==> src/rtl/mcs_io_pkg.sv <==
// -----------------------------------------------------------------------------
// mcs_io_pkg
// Shared types and constants for the MCS IO bus initiator.
//   state_e      : transaction FSM states
//   READ_BE      : byte enables presented on the bus for every read
//   TIMEOUT_DATA : read data returned when the watchdog ends a transaction
// -----------------------------------------------------------------------------
package mcs_io_pkg;

  typedef enum logic [1:0] {
    IDLE   = 2'd0,
    STROBE = 2'd1,
    WAIT   = 2'd2,
    RESP   = 2'd3
  } state_e;

  localparam logic [3:0]  READ_BE      = 4'b1111;
  localparam logic [31:0] TIMEOUT_DATA = 32'h0;

endpackage : mcs_io_pkg

==> src/rtl/mcs_io_watchdog.sv <==
// -----------------------------------------------------------------------------
// mcs_io_watchdog
// Loadable up-counter with enable and terminal-count flag. It guards one bus
// transaction. Once the count reaches TIMEOUT_CYCLES-1 it stops, so it never
// wraps.
// Ports:
//   clk        : system clock (rising edge)
//   rst_n      : asynchronous active-low reset
//   load_i     : load load_val_i (has priority over en_i)
//   load_val_i : value to load
//   en_i       : count enable
//   tc_o       : count == TIMEOUT_CYCLES-1 (decoded from the count register)
// -----------------------------------------------------------------------------
module mcs_io_watchdog
  import mcs_io_pkg::*;
#(
  parameter int TIMEOUT_CYCLES = 256,
  parameter int TMR_W          = 16
) (
  input  logic             clk,
  input  logic             rst_n,
  input  logic             load_i,
  input  logic [TMR_W-1:0] load_val_i,
  input  logic             en_i,
  output logic             tc_o
);

  localparam logic [TMR_W-1:0] TC_VAL = TMR_W'(TIMEOUT_CYCLES - 1);
  localparam logic [TMR_W-1:0] ONE    = TMR_W'(1);

  logic [TMR_W-1:0] count_q;
  logic [TMR_W-1:0] count_d;

  assign tc_o = (count_q == TC_VAL);

  always_comb begin
    count_d = count_q;
    if (load_i) begin
      count_d = load_val_i;
    end else if (en_i && !tc_o) begin
      count_d = count_q + ONE;
    end
  end

  always_ff @(posedge clk or negedge rst_n) begin
    if (!rst_n) begin
      count_q <= '0;
    end else begin
      count_q <= count_d;
    end
  end

endmodule : mcs_io_watchdog

==> src/rtl/mcs_io_master.sv <==
// -----------------------------------------------------------------------------
// mcs_io_master
// MicroBlaze MCS IO bus initiator. It takes single read/write commands on a
// valid/ready request port and runs each one as one IO bus transaction
// (one-cycle strobe, then wait for IO_ready, with a watchdog). It returns the
// read data or the timeout status on a valid/ready response port.
// Ports:
//   clk, reset_n          : clock, asynchronous active-low reset
//   req_valid/req_ready   : command handshake
//   req_wr, req_addr,
//   req_wr_data, req_be   : command fields (BE ignored for reads)
//   rsp_valid/rsp_ready   : response handshake
//   rsp_rd_data           : read data (0 for writes and timeouts)
//   rsp_timeout           : transaction ended by watchdog
//   IO_*                  : MCS IO bus initiator side
//   busy                  : FSM not idle
//   err_stray             : sticky, IO_ready seen with nothing outstanding
// All outputs are registers, so IO_ready has no combinational path to any
// output.
// -----------------------------------------------------------------------------
module mcs_io_master
  import mcs_io_pkg::*;
#(
  parameter int TIMEOUT_CYCLES = 256,
  parameter int TMR_W          = 16
) (
  input  logic        clk,
  input  logic        reset_n,
  input  logic        req_valid,
  output logic        req_ready,
  input  logic        req_wr,
  input  logic [31:0] req_addr,
  input  logic [31:0] req_wr_data,
  input  logic [3:0]  req_be,
  output logic        rsp_valid,
  input  logic        rsp_ready,
  output logic [31:0] rsp_rd_data,
  output logic        rsp_timeout,
  output logic        IO_addr_strobe,
  output logic        IO_read_strobe,
  output logic        IO_write_strobe,
  output logic [31:0] IO_address,
  output logic [3:0]  IO_byte_enable,
  output logic [31:0] IO_write_data,
  input  logic [31:0] IO_read_data,
  input  logic        IO_ready,
  output logic        busy,
  output logic        err_stray
);

  // The strobe cycle counts as the first elapsed cycle, so the watchdog is
  // loaded with 1. Then the terminal count (TIMEOUT_CYCLES-1) falls in the
  // last WAIT cycle and RESP starts exactly TIMEOUT_CYCLES cycles after the
  // strobe.
  localparam logic [TMR_W-1:0] WD_LOAD = TMR_W'(1);

  state_e      state_q;
  logic        wr_q;
  logic [31:0] addr_q;
  logic [31:0] wdata_q;
  logic [3:0]  be_q;
  logic        req_ready_q;
  logic        addr_strobe_q;
  logic        read_strobe_q;
  logic        write_strobe_q;
  logic        rsp_valid_q;
  logic [31:0] rsp_rd_data_q;
  logic        rsp_timeout_q;
  logic        busy_q;
  logic        err_stray_q;

  logic        wd_load;
  logic        wd_en;
  logic        wd_tc;

  assign wd_load = (state_q == STROBE);
  assign wd_en   = (state_q == WAIT);

  mcs_io_watchdog #(
    .TIMEOUT_CYCLES (TIMEOUT_CYCLES),
    .TMR_W          (TMR_W)
  ) u_watchdog (
    .clk        (clk),
    .rst_n      (reset_n),
    .load_i     (wd_load),
    .load_val_i (WD_LOAD),
    .en_i       (wd_en),
    .tc_o       (wd_tc)
  );

  always_ff @(posedge clk or negedge reset_n) begin
    if (!reset_n) begin
      state_q        <= IDLE;
      wr_q           <= 1'b0;
      addr_q         <= '0;
      wdata_q        <= '0;
      be_q           <= '0;
      req_ready_q    <= 1'b0;
      addr_strobe_q  <= 1'b0;
      read_strobe_q  <= 1'b0;
      write_strobe_q <= 1'b0;
      rsp_valid_q    <= 1'b0;
      rsp_rd_data_q  <= '0;
      rsp_timeout_q  <= 1'b0;
      busy_q         <= 1'b0;
      err_stray_q    <= 1'b0;
    end else begin
      // A ready with no transaction outstanding is only flagged. It never
      // affects state or response.
      if (IO_ready && ((state_q == IDLE) || (state_q == RESP))) begin
        err_stray_q <= 1'b1;
      end

      case (state_q)
        IDLE: begin
          // req_ready comes up one cycle after reset release, so acceptance
          // uses the registered flag and not the state alone.
          if (req_valid && req_ready_q) begin
            state_q        <= STROBE;
            wr_q           <= req_wr;
            addr_q         <= req_addr;
            wdata_q        <= req_wr_data;
            be_q           <= req_wr ? req_be : READ_BE;
            addr_strobe_q  <= 1'b1;
            write_strobe_q <= req_wr;
            read_strobe_q  <= !req_wr;
            req_ready_q    <= 1'b0;
            busy_q         <= 1'b1;
          end else begin
            req_ready_q <= 1'b1;
          end
        end

        STROBE: begin
          addr_strobe_q  <= 1'b0;
          write_strobe_q <= 1'b0;
          read_strobe_q  <= 1'b0;
          if (IO_ready) begin
            state_q       <= RESP;
            rsp_valid_q   <= 1'b1;
            rsp_timeout_q <= 1'b0;
            rsp_rd_data_q <= wr_q ? '0 : IO_read_data;
          end else begin
            state_q <= WAIT;
          end
        end

        WAIT: begin
          // IO_ready is checked first so it wins over the terminal count.
          if (IO_ready) begin
            state_q       <= RESP;
            rsp_valid_q   <= 1'b1;
            rsp_timeout_q <= 1'b0;
            rsp_rd_data_q <= wr_q ? '0 : IO_read_data;
          end else if (wd_tc) begin
            state_q       <= RESP;
            rsp_valid_q   <= 1'b1;
            rsp_timeout_q <= 1'b1;
            rsp_rd_data_q <= TIMEOUT_DATA;
          end
        end

        RESP: begin
          if (rsp_ready) begin
            state_q       <= IDLE;
            rsp_valid_q   <= 1'b0;
            rsp_rd_data_q <= '0;
            rsp_timeout_q <= 1'b0;
            addr_q        <= '0;
            wdata_q       <= '0;
            be_q          <= '0;
            wr_q          <= 1'b0;
            req_ready_q   <= 1'b1;
            busy_q        <= 1'b0;
          end
        end

        default: begin
          state_q <= IDLE;
        end
      endcase
    end
  end

  assign req_ready       = req_ready_q;
  assign rsp_valid       = rsp_valid_q;
  assign rsp_rd_data     = rsp_rd_data_q;
  assign rsp_timeout     = rsp_timeout_q;
  assign IO_addr_strobe  = addr_strobe_q;
  assign IO_read_strobe  = read_strobe_q;
  assign IO_write_strobe = write_strobe_q;
  assign IO_address      = addr_q;
  assign IO_byte_enable  = be_q;
  assign IO_write_data   = wdata_q;
  assign busy            = busy_q;
  assign err_stray       = err_stray_q;

endmodule : mcs_io_master

==> config.mk <==
export PLATFORM = sky130hd
export DESIGN_NAME = mcs_io_master
export DESIGN_NICKNAME = d
export VERILOG_FILES = /design/src/rtl/mcs_io_pkg.sv /design/src/rtl/mcs_io_watchdog.sv /design/src/rtl/mcs_io_master.sv
export SDC_FILE = /design/constraint.sdc
export NUM_CORES = 1
export LEC_CHECK = 0
export CORE_ASPECT_RATIO = 1.4
export CORE_MARGIN = 1
export CORE_UTILIZATION = 40
export CTS_BUF_LIST = sky130_fd_sc_hd__clkbuf_16
export CTS_CLUSTER_DIAMETER = 80
export DETAILED_ROUTE_END_ITERATION = 8
export GPL_ROUTABILITY_DRIVEN = 0
export HOLD_SLACK_MARGIN = 0.08
export PLACE_DENSITY = 0.8
export SYNTH_ARGS = -nofsm -noshare
export SYNTH_HDL_FRONTEND = slang
export SYNTH_HIERARCHICAL = 1
export SYNTH_SLANG_ARGS = --single-unit
export TNS_END_PERCENT = 5
==> constraint.sdc <==
create_clock -name clk -period 2.5 [get_ports clk]
set_input_delay 0.5 -clock clk [delete_from_list [all_inputs] [get_ports clk]]
set_output_delay 0.5 -clock clk [all_outputs]
set_load 0.005 [all_outputs]
==> summary.txt, run 1 <==
Run status - complete, no violations
Placement Rows - 51
Worst skew pair latency - 420 ps
# IOs - 214
Final WL - 16200 µm
Initial DRC count - 253
Max Buffers Root-to-Sink - 2
Port bufs - 213
CTS tree - built
Initial antenna violation count - 0
Slew HR - 0.227
Initial core utilization - 0.409
Total grt overflow - 0
Vias in the first global route - 4703
CP startpoint kind - flip-flop
Max cap viols - 0
Vias per inst - 5.40
CTS Buf Count - 17
Clock Power Share - 0.191
Syn Std Cell Area - 5690 µm²
Final net count - 782
Switching power - 0.00397 W
Overall power consumption - 0.0118 W
DR pass1 iterations - 4
Wire per inst - 18.6 µm
Reg area - 3180 µm²
FILL cells - 1068
Crit Path Class - reg2reg
Worst-path clk slew - 60 ps
Die extent in y - 143 µm
WP data required - 2810 ps
Gr usage total - 0.217
Post-synth cell types - 48
Net Sw Frac - 0.336
RSZ-0062 raised after global routing - yes
Worst hold path type - reg2reg
Fin crit share - 0.978
Syn_area_per_cell - 13.0 µm²
Cell leakage power - 3.79 nW
YS warnings - 6
Power Density - 1350 nW/µm²
Layout cells sized above 1 - 0.145
Commonest non-fill, non-tap cells in the layout - clkdlybuf4s50_1, dfrtp_1, a22o_1, nor4b_1, mux2_4
Largest net degree at the start of global routing - 71
Yosys reg bits - 127
Syn-to-layout area delta - 53.5%
First-pass GRT wire length - 24200 µm
Sequential Power Share - 0.321
Sequential share of the synthesized area - 0.559
Fmax - 409 MHz
Gate Count Post-Synth - 436
Inserted Diodes - 0
Worst clock skew - 10.3 ps
Die area - 14700 µm²
Clock sink count - 127
Setup violators final - 0
Residual DRC - 0
Final Max Slew Viols - 0
Most common cell after layout, fill and taps aside - clkdlybuf4s50_1
CP Capture Type - flip-flop
Multi-input logic area - 2340 µm²
DP Cell Count - 827
Root Buffer - clkbuf_16
Combinational share of power - 0.488
VDD IR max - 0.000855 V
Int Power - 0.00785 W
Die X - 103 µm
Tmin final - 2440 ps
Worst EP arrival - 2750 ps
Vias - 4686
Slew @ Worst Pin - 1160 ps
Final hold vios - 0
Core area - 13900 µm²
Worst-path fanout max - 8
Remaining antenna violation count - 0
Detailed placer's ending HPWL - 10800 µm
Finished Layout Cells - 868
H-tree level count - 4
[cells by family (layout without fill, tap and decap cells)]
logic type / count (synthesis) / after routing / synth area share
AOI/OAI and AO/OA: 110 / 110 / 0.162
xor gates and xnor gates: 5 / 5 / 0.00770
adders and majority gates: 6 / 6 / 0.0132
buffers and inverters: 43 / 276 / 0.0451
DFF: 127 / 127 / 0.559
muxes: 36 / 36 / 0.0900
other: 2 / 16 / 0.00132
and+or+nand+nor: 107 / 107 / 0.122
[what timing repair did]
item                       in CTS  in global routing
hold buffers                    1                  0
setup endpoints to repair       0                 33
setup buffers                   0                  5
hold endpoints to repair       33                  0
gates resized for setup         0                 10
[per-layer routing]
layer | up-vias | track usage | wire (µm)
li1 | 2107 | - | -
met1 | 2346 | 0.239 | 5980
met2 | 197 | 0.378 | 8610
met3 | 36 | 0.0636 | 1080
met4 | 0 | 0.103 | 485
met5 | - | 0 | 0
[area by class of cell]
cell class,instances,area share
sequential,127,0.364
timing repair buffer,236,0.276
multi-input combinational,280,0.268
clock buffer,17,0.0487
tap,185,0.0265
clock inverter,15,0.0139
inverter,8,0.00344
[registers in the layout, summed over array words and instances, names as in the netlist, 2 cells and up]
signal	count
u_watchdog/count_q	16
rsp_rd_data	32
IO_write_data	32
IO_byte_enable	4
IO_address	32
state_q	2
[path summary, 6_finish.rpt]
kind                                                        start                                 to  slack, ps  cells past startpoint
worst max register to register  u_watchdog/count_q[0]$_DFFE_PN0P_        rsp_rd_data[22]$_DFFE_PN0P_         60                      9
worst min-delay path                        err_stray$_DFFE_PN0P_              err_stray$_DFFE_PN0P_        480                      1
worst min register to register              err_stray$_DFFE_PN0P_              err_stray$_DFFE_PN0P_        480                      1
min in group asynchronous                                 reset_n        rsp_rd_data[16]$_DFFE_PN0P_        600                      2
max in group asynchronous                                 reset_n  u_watchdog/count_q[3]$_DFFE_PN0P_       1240                      3
worst max-delay path            u_watchdog/count_q[0]$_DFFE_PN0P_        rsp_rd_data[22]$_DFFE_PN0P_         60                      9
[power by group through the flow]
stage          combinational (W)  clock, W  sequential [W]
2_1_floorplan            0.00314         0         0.00367
3_3_place_gp             0.00520         0         0.00373
3_5_place_dp             0.00542         0         0.00378
4_1_cts                  0.00546   0.00230         0.00379
5_1_grt                  0.00620   0.00240         0.00392
6_report                 0.00577   0.00226         0.00380
[cell usage after synthesis, drive strengths merged]
library cell / count / area (µm²)
nor2b: 4 / 32.5
nand2b: 4 / 25.0
inv: 7 / 26.3
nor3: 2 / 10.0
a211oi: 1 / 7.51
o32a: 1 / 10.0
mux2: 34 / 492
clkinv: 1 / 3.75
a22oi: 1 / 7.51
o31ai: 1 / 7.51
nor4b: 32 / 280
a2111oi: 1 / 27.5
and3: 3 / 18.8
buf: 17 / 159
conb: 2 / 7.51
ha: 6 / 75.1
nand3: 7 / 35.0
or3: 9 / 56.3
clkbuf: 18 / 67.6
nor3b: 1 / 7.51
o41ai: 1 / 27.5
and4: 2 / 17.5
nor4: 2 / 12.5
a21oi: 1 / 5.00
o21bai: 1 / 7.51
nor2: 13 / 48.8
o41a: 1 / 11.3
xor2: 4 / 35.0
a22o: 69 / 604
or4: 3 / 30.0
dfrtp: 127 / 3180
a21o: 1 / 7.51
nand4: 8 / 50.1
a31oi: 10 / 62.6
or2: 1 / 6.26
a21boi: 1 / 18.8
mux2i: 2 / 20.0
xnor2: 1 / 8.76
o21ai: 16 / 80.1
nand2: 15 / 56.3
and2: 1 / 6.26
a2bb2oi: 4 / 35.0
[critical path: stages, from the launching register on]
cell and delay [ps]:
dfrtp_1 430, ha_4 170, nand4_1 140, or2_4 290
nor3_2 160, nor3b_1 110, a2111oi_4 370, buf_6 200
clkbuf_16 170, mux2_4 300
[stage by stage]
| stage | setup WS, ps | util | hold WS, ps | setup TNS [ps] | area (µm²) |
|---|---|---|---|---|---|
| 2_1_floorplan | 43.5 | - | 204 | 0 | 5740 |
| 3_3_place_gp | 83.7 | 0.578 | 463 | 0 | 8040 |
| 3_5_place_dp | 22.4 | 0.578 | 463 | 0 | 8040 |
| 4_1_cts | 7.76 | 0.618 | 478 | 0 | 8600 |
| 5_1_grt | -20.3 | 0.628 | 515 | -234 | 8730 |
| 6_report | 55.7 | 0.628 | 476 | 0 | 8730 |
(Power assumes the default switching activity.)
==> run 2: changes to the inputs <==
- PLACE_DENSITY: 0.8 -> 0.74
==> run 2 against run 1 <==
  * Clock skew about the same
  * Sequential share of layout area increased by 0.16 points
  * Largest cell class unchanged
  * Maximum frequency increased by 2.5%
  * Combinational power decreased by 3%
  * Hold slack improved by 6.8 ps
  * Clock-buffer cell count unchanged
  * Cell area decreased by 0.39%
  * Sequential cell count unchanged
  * Register-to-register slack improved by 60 ps
  * Critical endpoint is now rsp_rd_data[9]$_DFFE_PN0P_
  * Core utilization decreased by 0.24 points
  * Clock power increased by 8%
==> summary.txt, run 2 (synthesis results as in run 1) <==
R2r endpoint - rsp_rd_data[9]$_DFFE_PN0P_
Setup violators final - 0 (unchanged)
FILL cells - 1112 (+4.1%)
Die area - 14700 µm² (unchanged)
Die extent in y - 143 µm (unchanged)
Initial antenna violation count - 0 (unchanged)
Total grt overflow - 0 (unchanged)
Multi-input logic area - 2350 µm² (+0.48%)
Final hold vios - 0 (unchanged)
Worst skew pair latency - 420 ps (about the same)
RSZ-0062 raised after global routing - yes
Worst reg-to-reg path cell count - 7 (-2)
Residual DRC - 0 (unchanged)
Setup_tns - 0 ps (unchanged)
Initial DRC count - 220 (-13%)
Port bufs - 213 (unchanged)
Overall power consumption - 0.0118 W (-0.27%)
First-pass GRT wire length - 23900 µm (-0.97%)
Most common cell after layout, fill and taps aside - clkdlybuf4s50_1
Reg area - 3180 µm² (about the same)
Fmax - 419 MHz (+2.5%)
Final net count - 775 (-0.90%)
# IOs - 214 (unchanged)
Worst EP arrival - 2680 ps (-70 ps)
Root Buffer - clkbuf_16
Crit. Startpoint - u_watchdog/count_q[11]$_DFFE_PN0P_
Crit Path Class - reg2reg
Layout cells sized above 1 - 0.136 (-0.00845)
Detailed placer's ending HPWL - 11000 µm (+1.1%)
Final WL - 15900 µm (-1.8%)
Post-layout worst setup margin - 115 ps (+58.9 ps)
FF-to-FF setup slack - 110 ps (+60 ps)
Inserted Diodes - 0 (unchanged)
Syn-to-layout area delta - 52.9%
Cell leakage power - 3.77 nW (-0.49%)
Worst clock skew - 9.87 ps (-0.451 ps)
Largest net degree at the start of global routing - 71 (unchanged)
Vias in the first global route - 4682 (-0.45%)
Worst-path clk slew - 50 ps (about the same)
DR pass1 iterations - 6 (+2)
Placement Rows - 51 (unchanged)
Worst-path fanout max - 12 (+4)
Critical Path End - rsp_rd_data[9]$_DFFE_PN0P_
Wire per inst - 18.5 µm (-0.75%)
Clock sink count - 127 (unchanged)
Final Max Slew Viols - 0 (unchanged)
Die X - 103 µm (unchanged)
H-tree level count - 4 (unchanged)
Slew HR - 0.250 (+0.0228)
Vias per inst - 5.31 (-1.7%)
CTS Buf Count - 17 (unchanged)
Core area - 13900 µm² (unchanged)
CP Capture Type - flip-flop
Power Density - 1360 nW/µm² (+0.12%)
Max cap viols - 0 (unchanged)
VDD IR max - 0.00102 V (+19%)
WP data required - 2790 ps (-20 ps)
Run status - complete, no violations
Fin crit share - 0.954 (-0.0236)
Gr usage total - 0.215 (-0.00234)
CTS tree - built
RR Startpoint - u_watchdog/count_q[11]$_DFFE_PN0P_
Vias - 4560 (-2.7%)
Commonest non-fill, non-tap cells in the layout - clkdlybuf4s50_1, dfrtp_1, a22o_1, nor4b_1, mux2_4
CP startpoint kind - flip-flop
Max Buffers Root-to-Sink - 2 (unchanged)
Initial core utilization - 0.409 (unchanged)
Slew @ Worst Pin - 1120 ps (-34.3 ps)
Place WS - 16.9 ps (-5.45 ps)
Worst hold path type - reg2reg
Tmin final - 2390 ps (-58.9 ps)
Remaining antenna violation count - 0 (unchanged)
run 2: changes by cell type in the layout (fill, tap and decap cells not counted), sizes merged:
cell      change
buf           -6
bufinv        +2
clkbuf        -1
inv           -1
clkinvlp      +1
clkinv        -4
run 2: repair_timing:
item / 4_1_cts / 5_1_grt
gates resized for setup: 0 / 7
endpoints found under the hold margin: 7 / 0
endpoints found under the setup margin: 0 / 34
buffers inserted: 0 / 2
hold buffers: 1 / 0
run 2: worst max-delay path, stage by stage, from the launching register on:
cell,delay (ps)
dfrtp_1,420
or4_4,580
nor3_4,190
nor3b_2,90
a2111oi_4,290
buf_4,200
clkbuf_16,190
mux2_4,310
run 2: routing by layer:
| layer | share of wire | track usage | vias to the layer above | routed length [µm] |
|---|---|---|---|---|
| met5 | 0 | 0 | - | 0 |
| met4 | 0.027 | 0.0956 | 0 | 426 |
| met3 | 0.060 | 0.0700 | 32 | 955 |
| met2 | 0.53 | 0.361 | 160 | 8400 |
| met1 | 0.38 | 0.246 | 2281 | 6090 |
| li1 | - | - | 2087 | - |
run 2: worst min path at each step:
stage,startpoint,end,slack [ps],depth (start not counted)
CTS,err_stray$_DFFE_PN0P_,err_stray$_DFFE_PN0P_,490,1
detailed placement,err_stray$_DFFE_PN0P_,err_stray$_DFFE_PN0P_,470,1
global route,err_stray$_DFFE_PN0P_,err_stray$_DFFE_PN0P_,510,1
finish,err_stray$_DFFE_PN0P_,err_stray$_DFFE_PN0P_,480,1
global placement,busy$_DFFE_PN0P_,busy$_DFFE_PN0P_,460,1
floorplan,reset_n,IO_addr_strobe$_DFFE_PN0P_,200,0
run 2: through the flow:
stage / hold WS (ps) / cells / area (µm²) / util
after global routing: 513 / 859 / 8700 / 0.625
after floorplan: 204 / 450 / 5740 / -
after global placement: 462 / 825 / 8040 / 0.578
after detailed placement: 465 / 825 / 8040 / 0.578
final: 483 / 859 / 8700 / 0.625
after CTS: 486 / 856 / 8620 / 0.620
run 2: area by class of cell:
class	count	area share
clock inverters	13	0.0171
inverters	8	0.00345
flip-flops and latches	127	0.366
repair buffers	229	0.268
clock buffers	17	0.0489
multi-input cells	280	0.270
well taps	185	0.0266
run 2: report_power, final:
group	switching (W)	leakage (nW)	internal [W]	total (W)
Clock	0.000885	0.281	0.00154	0.00243
Sequential	0.000746	1.64	0.00304	0.00379
Combinational	0.00225	1.85	0.00333	0.00558
Total	0.00388	3.77	0.00791	0.0118
